`config.mk`:
```
export PLATFORM = sky130hd
export DESIGN_NAME = dcache_sram_ctrl
export DESIGN_NICKNAME = d
export VERILOG_FILES = /design/src/rtl/dcache_pkg.sv /design/src/rtl/dcache_fwd_merge.sv /design/src/rtl/dcache_sram_ctrl.sv
export SDC_FILE = /design/constraint.sdc
export NUM_CORES = 1
export LEC_CHECK = 0
export CAP_MARGIN = 10
export CORE_MARGIN = 2
export CORE_UTILIZATION = 41
export CTS_CLUSTER_SIZE = 24
export DETAILED_ROUTE_END_ITERATION = 16
export GPL_ROUTABILITY_DRIVEN = 0
export PLACE_DENSITY = 0.86
export SLEW_MARGIN = 20
export SYNTH_ARGS = -nofsm -noshare
export SYNTH_HDL_FRONTEND = slang
export SYNTH_SLANG_ARGS = --single-unit
```
`constraint.sdc`:
```
create_clock -name clk -period 2.75 [get_ports clk]
set_input_delay 0.55 -clock clk [delete_from_list [all_inputs] [get_ports clk]]
set_output_delay 0.55 -clock clk [all_outputs]
set_load 0.005 [all_outputs]
```
`src/rtl/dcache_pkg.sv`:
```
// dcache_pkg: shared sizes and FSM state type for the data-cache SRAM controller
// Provides DC_ADDR_WIDTH, DC_DATA_WIDTH, DC_BE_WIDTH, DC_LINE_WORDS and dc_state_t.
package dcache_pkg;
    localparam int DC_ADDR_WIDTH = 9;
    localparam int DC_DATA_WIDTH = 32;
    localparam int DC_BE_WIDTH   = 4;
    localparam int DC_LINE_WORDS = 4;
    typedef enum logic {DC_IDLE, DC_FILL} dc_state_t;
endpackage

```
`src/rtl/dcache_fwd_merge.sv`:
```
// dcache_fwd_merge: byte-wise overlay of forwarded write data onto SRAM read data
// Ports: fwd_data/fwd_be - forwarded write word and its byte enables
//        rd_data         - word read from the SRAM
//        merged          - rd_data with every enabled byte taken from fwd_data
module dcache_fwd_merge
    import dcache_pkg::*;
#(
    parameter int DATA_WIDTH = DC_DATA_WIDTH,
    parameter int BE_WIDTH   = DC_BE_WIDTH
)(
    input  logic [DATA_WIDTH-1:0] fwd_data,
    input  logic [BE_WIDTH-1:0]   fwd_be,
    input  logic [DATA_WIDTH-1:0] rd_data,
    output logic [DATA_WIDTH-1:0] merged
);
    localparam int BW = DATA_WIDTH / BE_WIDTH;
    for (genvar g = 0; g < BE_WIDTH; g++) begin : g_byte
        assign merged[g*BW +: BW] = fwd_be[g] ? fwd_data[g*BW +: BW] : rd_data[g*BW +: BW];
    end
endmodule

```
`src/rtl/dcache_sram_ctrl.sv`:
```
// dcache_sram_ctrl: arbitrates the data-cache SRAM write port between stores and line refill
// Ports: clk/rst_n                 - clock, asynchronous active-low reset
//        st_req/addr/data/be/ready - CPU store handshake
//        ld_req/addr, ld_valid/data - CPU load request and one-cycle-later response
//        rf_start/line, rf_busy/done - line fill control and status
//        rf_valid/data/ready        - refill beat handshake
//        sram_wr_*, sram_rd_addr/data - SRAM write port and read port
module dcache_sram_ctrl
    import dcache_pkg::*;
#(
    parameter int ADDR_WIDTH = DC_ADDR_WIDTH,
    parameter int DATA_WIDTH = DC_DATA_WIDTH,
    parameter int BE_WIDTH   = DC_BE_WIDTH,
    parameter int LINE_WORDS = DC_LINE_WORDS,
    localparam int LW = $clog2(LINE_WORDS)
)(
    input  logic                     clk,
    input  logic                     rst_n,
    input  logic                     st_req,
    input  logic [ADDR_WIDTH-1:0]    st_addr,
    input  logic [DATA_WIDTH-1:0]    st_data,
    input  logic [BE_WIDTH-1:0]      st_be,
    output logic                     st_ready,
    input  logic                     ld_req,
    input  logic [ADDR_WIDTH-1:0]    ld_addr,
    output logic                     ld_valid,
    output logic [DATA_WIDTH-1:0]    ld_data,
    input  logic                     rf_start,
    input  logic [ADDR_WIDTH-LW-1:0] rf_line,
    output logic                     rf_busy,
    input  logic                     rf_valid,
    input  logic [DATA_WIDTH-1:0]    rf_data,
    output logic                     rf_ready,
    output logic                     rf_done,
    output logic                     sram_wr_en,
    output logic [ADDR_WIDTH-1:0]    sram_wr_addr,
    output logic [DATA_WIDTH-1:0]    sram_wr_data,
    output logic [BE_WIDTH-1:0]      sram_wr_byte_en,
    output logic [ADDR_WIDTH-1:0]    sram_rd_addr,
    input  logic [DATA_WIDTH-1:0]    sram_rd_data
);
    dc_state_t                state_q, state_d;
    logic [LW-1:0]            beat_q, beat_d;
    logic [ADDR_WIDTH-LW-1:0] line_q, line_d;
    logic                     wr_en_q, wr_en_d;
    logic [ADDR_WIDTH-1:0]    wr_addr_q, wr_addr_d;
    logic [DATA_WIDTH-1:0]    wr_data_q, wr_data_d;
    logic [BE_WIDTH-1:0]      wr_be_q, wr_be_d;
    logic                     ld_valid_q, ld_valid_d;
    logic [DATA_WIDTH-1:0]    fwd_data_q, fwd_data_d;
    logic [BE_WIDTH-1:0]      fwd_be_q, fwd_be_d;
    logic                     rf_done_q, rf_done_d;
    logic                     st_acc, rf_acc, last_beat;
    logic [DATA_WIDTH-1:0]    merged;

    always_ff @(posedge clk or negedge rst_n) begin
        if (!rst_n) begin
            state_q    <= DC_IDLE;
            beat_q     <= '0;
            line_q     <= '0;
            wr_en_q    <= 1'b0;
            wr_addr_q  <= '0;
            wr_data_q  <= '0;
            wr_be_q    <= '0;
            ld_valid_q <= 1'b0;
            fwd_data_q <= '0;
            fwd_be_q   <= '0;
            rf_done_q  <= 1'b0;
        end else begin
            state_q    <= state_d;
            beat_q     <= beat_d;
            line_q     <= line_d;
            wr_en_q    <= wr_en_d;
            wr_addr_q  <= wr_addr_d;
            wr_data_q  <= wr_data_d;
            wr_be_q    <= wr_be_d;
            ld_valid_q <= ld_valid_d;
            fwd_data_q <= fwd_data_d;
            fwd_be_q   <= fwd_be_d;
            rf_done_q  <= rf_done_d;
        end
    end

    always_comb begin
        state_d = state_q;
        beat_d  = beat_q;
        line_d  = line_q;
        if (state_q == DC_IDLE) begin
            if (rf_start) begin
                state_d = DC_FILL;
                line_d  = rf_line;
                beat_d  = '0;
            end
        end else if (rf_acc) begin
            beat_d  = beat_q + 1'b1;
            state_d = last_beat ? DC_IDLE : DC_FILL;
        end
    end

    always_comb begin
        // rst_n gate keeps st_ready low while reset is held, even with state already IDLE
        st_ready   = rst_n & (state_q == DC_IDLE) & ~rf_start;
        rf_busy    = state_q == DC_FILL;
        rf_ready   = rf_busy;
        st_acc     = st_req & st_ready;
        rf_acc     = rf_valid & rf_ready;
        last_beat  = beat_q == LW'(LINE_WORDS - 1);
        wr_en_d    = st_acc | rf_acc;
        wr_addr_d  = rf_acc ? {line_q, beat_q} : st_addr;
        wr_data_d  = rf_acc ? rf_data : st_data;
        wr_be_d    = rf_acc ? '1 : st_be;
        rf_done_d  = rf_acc & last_beat;
        ld_valid_d = ld_req;
        // the SRAM reads old contents when a write to the same word lands in the same cycle
        fwd_be_d   = (ld_req & wr_en_q & (wr_addr_q == ld_addr)) ? wr_be_q : '0;
        fwd_data_d = wr_data_q;
    end

    dcache_fwd_merge #(.DATA_WIDTH(DATA_WIDTH), .BE_WIDTH(BE_WIDTH)) u_merge (
        .fwd_data (fwd_data_q),
        .fwd_be   (fwd_be_q),
        .rd_data  (sram_rd_data),
        .merged   (merged)
    );

    assign ld_valid        = ld_valid_q;
    assign ld_data         = ld_valid_q ? merged : '0;
    assign rf_done         = rf_done_q;
    assign sram_wr_en      = wr_en_q;
    assign sram_wr_addr    = wr_addr_q;
    assign sram_wr_data    = wr_data_q;
    assign sram_wr_byte_en = wr_be_q;
    assign sram_rd_addr    = ld_addr;
endmodule
```
==> flow_summary.toml, run 1 <==
[power_and_ir_drop]
clkPwrFrac_pct = 23.2
intPower_mw = 2.81
ir_drop_uv = 432
p_sw_share_pct = 26.1
p_leak_nw = 2.49
combPwrFrac_pct = 28.4
seq_power_share_pct = 48.4
p_switching_uw = 991
power.density_nw_per_um2 = 605

[worst_setup_path]
endpoint = "ld_data[29]"
start_kind = "flop"
r2r_slack_ns = 1.25
cp_data_arrival_time_ns = 1.86
worstReg2RegStart = "sram_wr_addr[5]"
crit_start = "ld_valid"
critPathKind = "reg -> out"
cp-end-kind = "primary output"
cp_max_fo = 24
r2r_end = "fwd_be_q[2]"
required_ns = 2.20
rr_worst_depth = 3

[synthesis]
postSynthCellCount = 270
ys_top_cells_by_area = "dfrtp_1, mux2_1, mux2i_1"
synth.net_count = 402
syn_area_per_cell_um2 = 14.2
yosysSeqAreaShare_pct = 61.6
syn_area_um2 = 3820
synth.top_cell.area_share_pct = 61.6
yosys.area.top_type = "dfrtp_1"
synth_edf_count = 0
synth-seq-cells = 94
async_flop_share_pct = 100
yosys_warnings = 0
synth_most_common_cell = "dfrtp_1"
synth_common_cells = "dfrtp_1, mux2_1, nor2b_1"
synth_ff_type = "dfrtp_1"
ys_types = 21

[floorplanning]
start_util_pct = 41.7
die_area_um2 = 10100
core_area_um2 = 9150
std_cell_rows = 35
die_h_um = 101
die_width_um = 101
ioPinCount = 223

[final_layout]
nFillCells = 682
n_antenna_cell = 0
syn_to_final_growth_pct = 64.3
fin_util_pct = 68.6
drive_above_1_share_pct = 4.89
finalNetCount = 618

[clock_network]
htree_levels = 3
cts_buffers = 9
cts_sinks = 94
cts_root_buf = "clkbuf_8"
clock_path_buffers = 2
clk_pin_slew_ns = 0.08
hold_buffers = 0
cts_setup_buffers = 0
cts_tree = "yes"
postCtsResizedCells = 0
clock_latency_ns = 0.34

[route]
ant_nets = 0
drt-total-wl_um = 9620
dr_wl_met3_um = 637
topRoutingLayerUsed = "met4"
drcViolationCount = 0
wl_met1_um = 3710
route.met2.wl_um = 5130
avgViaCountPerCell = 4.66
vias = 2803
dr.pass1.iters = 4
routedWlPerCell_um = 16.0
drt_iter0_drc = 34

[sta]
period_needed_ns = 2.41
fin_hold_ws_ns = 0.296
worst_slew_pin_slew_ns = 0.586
rsz0062_at_grt = "false"
slew_headroom_pct = 60.9
skew_ns = 0.00926
slew_viol_final = 0
setup_viol = 0
finalHoldViolations = 0
clock.fmax_mhz = 415
timing.final.crit_share_pct = 87.6
timing.setup.tns_ns = 0

[global_route]
grt-ovfl-total = 0
grt.total_usage_pct = 19.0
grt_pass1_wl_um = 14800
grt_start_max_net_pins = 49
antenna_found_initial = 0
grt_pass1_vias = 2949

[run]
cap_viol_max_count = 0

[placement]
portBuffers = 222
dp_hpwl_um = 7680

[hold_path]
hold_class = "in -> async"

[status]
status = "completed"
## final cells by class
cell class | instances | area [um^2] | area share (%)
flip-flops and latches | 94 | 2350 | 37.5
repair buffers | 228 | 2260 | 36.1
multi-input cells | 153 | 1330 | 21.2
well taps | 111 | 139 | 2.21
clock buffers | 11 | 131 | 2.09
clock inverters | 5 | 60.1 | 0.956
## layer usage
metal | vias up | track usage, %
li1 | 1329 | -
met1 | 1343 | 21.4
met2 | 118 | 34.9
met3 | 13 | 5.20
met4 | 0 | 5.90
met5 | - | 0
## worst max-delay path, stage by stage (launching register included)
cell             delay [ns]
dfrtp_1                0.53
buf_4                  0.30
nor2b_1                0.18
clkdlybuf4s50_1        0.52
## flip-flops by register name, summed over array words and instances (netlist names)
signal           cells
fwd_be_q             4
rf_done              1
beat_q               2
rf_busy              1
fwd_data_q          32
sram_wr_en           1
sram_wr_data        32
sram_wr_addr         9
ld_valid             1
line_q               7
sram_wr_byte_en      4
## kinds of logic after synthesis
family          synth area share, %
flops                          61.6
mux                            22.8
simple gates                   9.17
buf+inv                        3.57
xor+xnor                       2.29
compound gates                0.262
fa+ha+maj                     0.327
## layout by cell type, fill, tap and decap left out
| cell type | Yosys | final |
|---|---|---|
| ha_1 | 1 | 1 |
| clkinvlp_4 | 0 | 4 |
| nand3_1 | 4 | 4 |
| buf_4 | 10 | 7 |
| nand2_2 | 2 | 2 |
| or4_4 | 1 | 1 |
| clkbuf_8 | 0 | 9 |
| nor2_1 | 2 | 2 |
| and3_1 | 1 | 1 |
| mux2i_1 | 32 | 32 |
| nand2_1 | 4 | 4 |
| dfrtp_1 | 94 | 94 |
| nor3b_1 | 1 | 1 |
| nor2b_1 | 33 | 33 |
| xnor2_1 | 6 | 6 |
| clkbuf_1 | 3 | 2 |
| nand2b_1 | 6 | 6 |
| clkdlybuf4s50_1 | 0 | 221 |
| nand4_1 | 1 | 1 |
| bufinv_16 | 0 | 1 |
| o21ai_1 | 2 | 2 |
| xor2_1 | 4 | 4 |
| mux2_1 | 49 | 49 |
| nor3_1 | 4 | 4 |
## power groups by stage
stage	Sequential [mW]	Clock [mW]	Combinational (mW)
floorplan	1.84	0	0.416
global placement	1.85	0	1.07
detailed placement	1.87	0	1.09
CTS	1.84	0.906	1.10
global route	1.88	0.974	1.17
finish	1.84	0.880	1.08
## worst min path at each step
stage | from | cells past startpoint | slack (ns) | end
after floorplan | rst_n | 0 | 0.25 | beat_q[0]
after global placement | sram_wr_data[21] | 0 | 0.36 | fwd_data_q[21]
after detailed placement | sram_wr_data[4] | 0 | 0.36 | fwd_data_q[4]
after CTS | rst_n | 2 | 0.31 | sram_wr_data[1]
after global routing | rst_n | 2 | 0.32 | rf_busy
final | rst_n | 2 | 0.30 | beat_q[0]
## through the flow
stage	area, um^2	instances	setup WS [ns]	total power [mW]
6_report	6280	602	0.341	3.80
5_1_grt	6280	602	0.185	4.02
4_1_cts	6280	602	0.294	3.85
3_5_place_dp	6090	586	0.347	2.96
3_3_place_gp	6090	586	0.346	2.93
2_1_floorplan	3820	270	1.26	2.25
Power figures use the tool's default switching activity.
==> run 2: changes to the inputs <==
==> constraint.sdc (replaced) <==
create_clock -name clk -period 2.75 [get_ports clk]
set_input_delay 0.55 -clock clk [delete_from_list [all_inputs] [get_ports clk]]
set_output_delay 0.55 -clock clk [all_outputs]
set_load 0.01 [all_outputs]
==> run 2 against run 1 <==
  * Clock skew is 0.0016 ns higher
  * Cell count is 0.17% lower
  * Core utilization hardly changed
  * Clock power is 1% lower
  * Hold slack worse by 0.0040 ns
  * Die area stayed put
  * Largest cell class unchanged
  * Highest routed layer unchanged
==> flow_summary.toml, run 2 (synthesis results as in run 1) <==
[worst_setup_path]
required_ns = 2.20
cp_data_arrival_time_ns = 1.91
cp-end-kind = "primary output"
slowest_delay_ns = 0.55
worstReg2RegStart = "sram_wr_addr[5]"
start_kind = "flop"
r2r_slack_ns = 1.26
critPathTopFamily = "buffers and inverters"
critPathKind = "reg -> out"
slowest_stage = "clkdlybuf4s50_1"
path_buf_inv = 2
cp_max_fo = 24
crit_start = "ld_valid"
cp_cell_sequence = "buf_4, nor2b_1, clkdlybuf4s50_1"

[placement]
portBuffers = 222
dp_hpwl_um = 7750
dp.cells = 586

[sta]
worst_slew_pin_slew_ns = 0.588
setup_viol = 0
timing.setup.tns_ns = 0
skew_ns = 0.0109
slew_headroom_pct = 60.8
period_needed_ns = 2.46
slew_viol_final = 0
finalHoldViolations = 0
rsz0062_at_grt = "false"
clock.fmax_mhz = 407
timing.final.crit_share_pct = 89.4

[route]
vias = 2805
drt-total-wl_um = 9710
avgViaCountPerCell = 4.67
dr.pass1.iters = 4
routedWlPerCell_um = 16.2
drt_iter0_drc = 55
ant_nets = 0
drcViolationCount = 0

[final_layout]
n_antenna_cell = 0
fin_util_pct = 68.6
finalNetCount = 618
syn_to_final_growth_pct = 64.3
layout_common_cells = "clkdlybuf4s50_1, dfrtp_1, mux2_1"
final_cell_count_no_fill = 601
drive_above_1_share_pct = 4.90
final_common_cell = "clkdlybuf4s50_1"

[floorplanning]
die_area_um2 = 10100
ioPinCount = 223
core_area_um2 = 9150
std_cell_rows = 35
die_width_um = 101
start_util_pct = 41.7
die_h_um = 101

[clock_network]
postCtsResizedCells = 0
cts_sinks = 94
clk_pin_slew_ns = 0.08
cts_buffers = 9
cts_root_buf = "clkbuf_8"
cts_setup_buffers = 0
clock_latency_ns = 0.34
clock_path_buffers = 2
cts_tree = "yes"
hold_buffers = 0
htree_levels = 3

[global_route]
met2_usage_pct = 35.2
grt.total_usage_pct = 19.3
grt_pass1_wl_um = 14900
grt_pass1_vias = 2986
top_usage_layer = "met2"
antenna_found_initial = 0
grt-ovfl-total = 0
grt_start_max_net_pins = 49
gr-usage-met1_pct = 21.3
gr-usage-met3_pct = 5.96

[power_and_ir_drop]
power.density_nw_per_um2 = 615
ir_drop_uv = 370
p_leak_nw = 2.49

[run]
cap_viol_max_count = 0

[hold_path]
hold_class = "in -> async"

[status]
status = "completed"
run 2: report_power, final:
part	total (mW)	internal, mW	switching, mW
Clock	0.867	0.417	0.450
Combinational	1.16	0.712	0.445
Sequential	1.84	1.68	0.160
run 2: per-stage QoR:
stage / total power, mW / worst slack (ns) / hold slack (ns) / area [um^2]
2_1_floorplan: 2.33 / 1.24 / 0.254 / 3820
3_3_place_gp: 3.00 / 0.311 / 0.357 / 6090
3_5_place_dp: 3.04 / 0.316 / 0.357 / 6090
4_1_cts: 3.92 / 0.245 / 0.307 / 6280
5_1_grt: 4.09 / 0.125 / 0.321 / 6280
6_report: 3.86 / 0.291 / 0.292 / 6280
run 2: per-layer routing:
layer | routed length [um] | share of wire (%) | vias up
met2 | 5190 | 53 | 129
li1 | - | - | 1325
met4 | 203 | 2.1 | 0
met5 | 0 | 0 | -
met1 | 3610 | 37 | 1333
met3 | 711 | 7.3 | 18
run 2: area by class of cell:
class,count,area [um^2]
Timing Repair Buffer,228,2260
Tap cell,111,139
Clock inverter,5,61.3
Clock buffer,10,128
Fill cell,677,2880
Multi-Input combinational cell,153,1330
Sequential cell,94,2350
run 2: path summary, 6_finish.rpt:
path,depth (start not counted),end
max,3,ld_data[29]
min,2,beat_q[0]
max reg2reg,3,fwd_be_q[1]
min reg2reg,0,fwd_data_q[15]
max in group asynchronous,3,fwd_data_q[18]
min in group clk,0,fwd_data_q[15]
==> run 3: changes to the inputs <==
- CAP_MARGIN: 10 -> 0
- HOLD_SLACK_MARGIN: unset -> 0.1
- SKIP_CTS_REPAIR_TIMING: unset -> 1
==> results of run 3 <==
The final DEF is identical to that of run 2; final timing and power are the same.
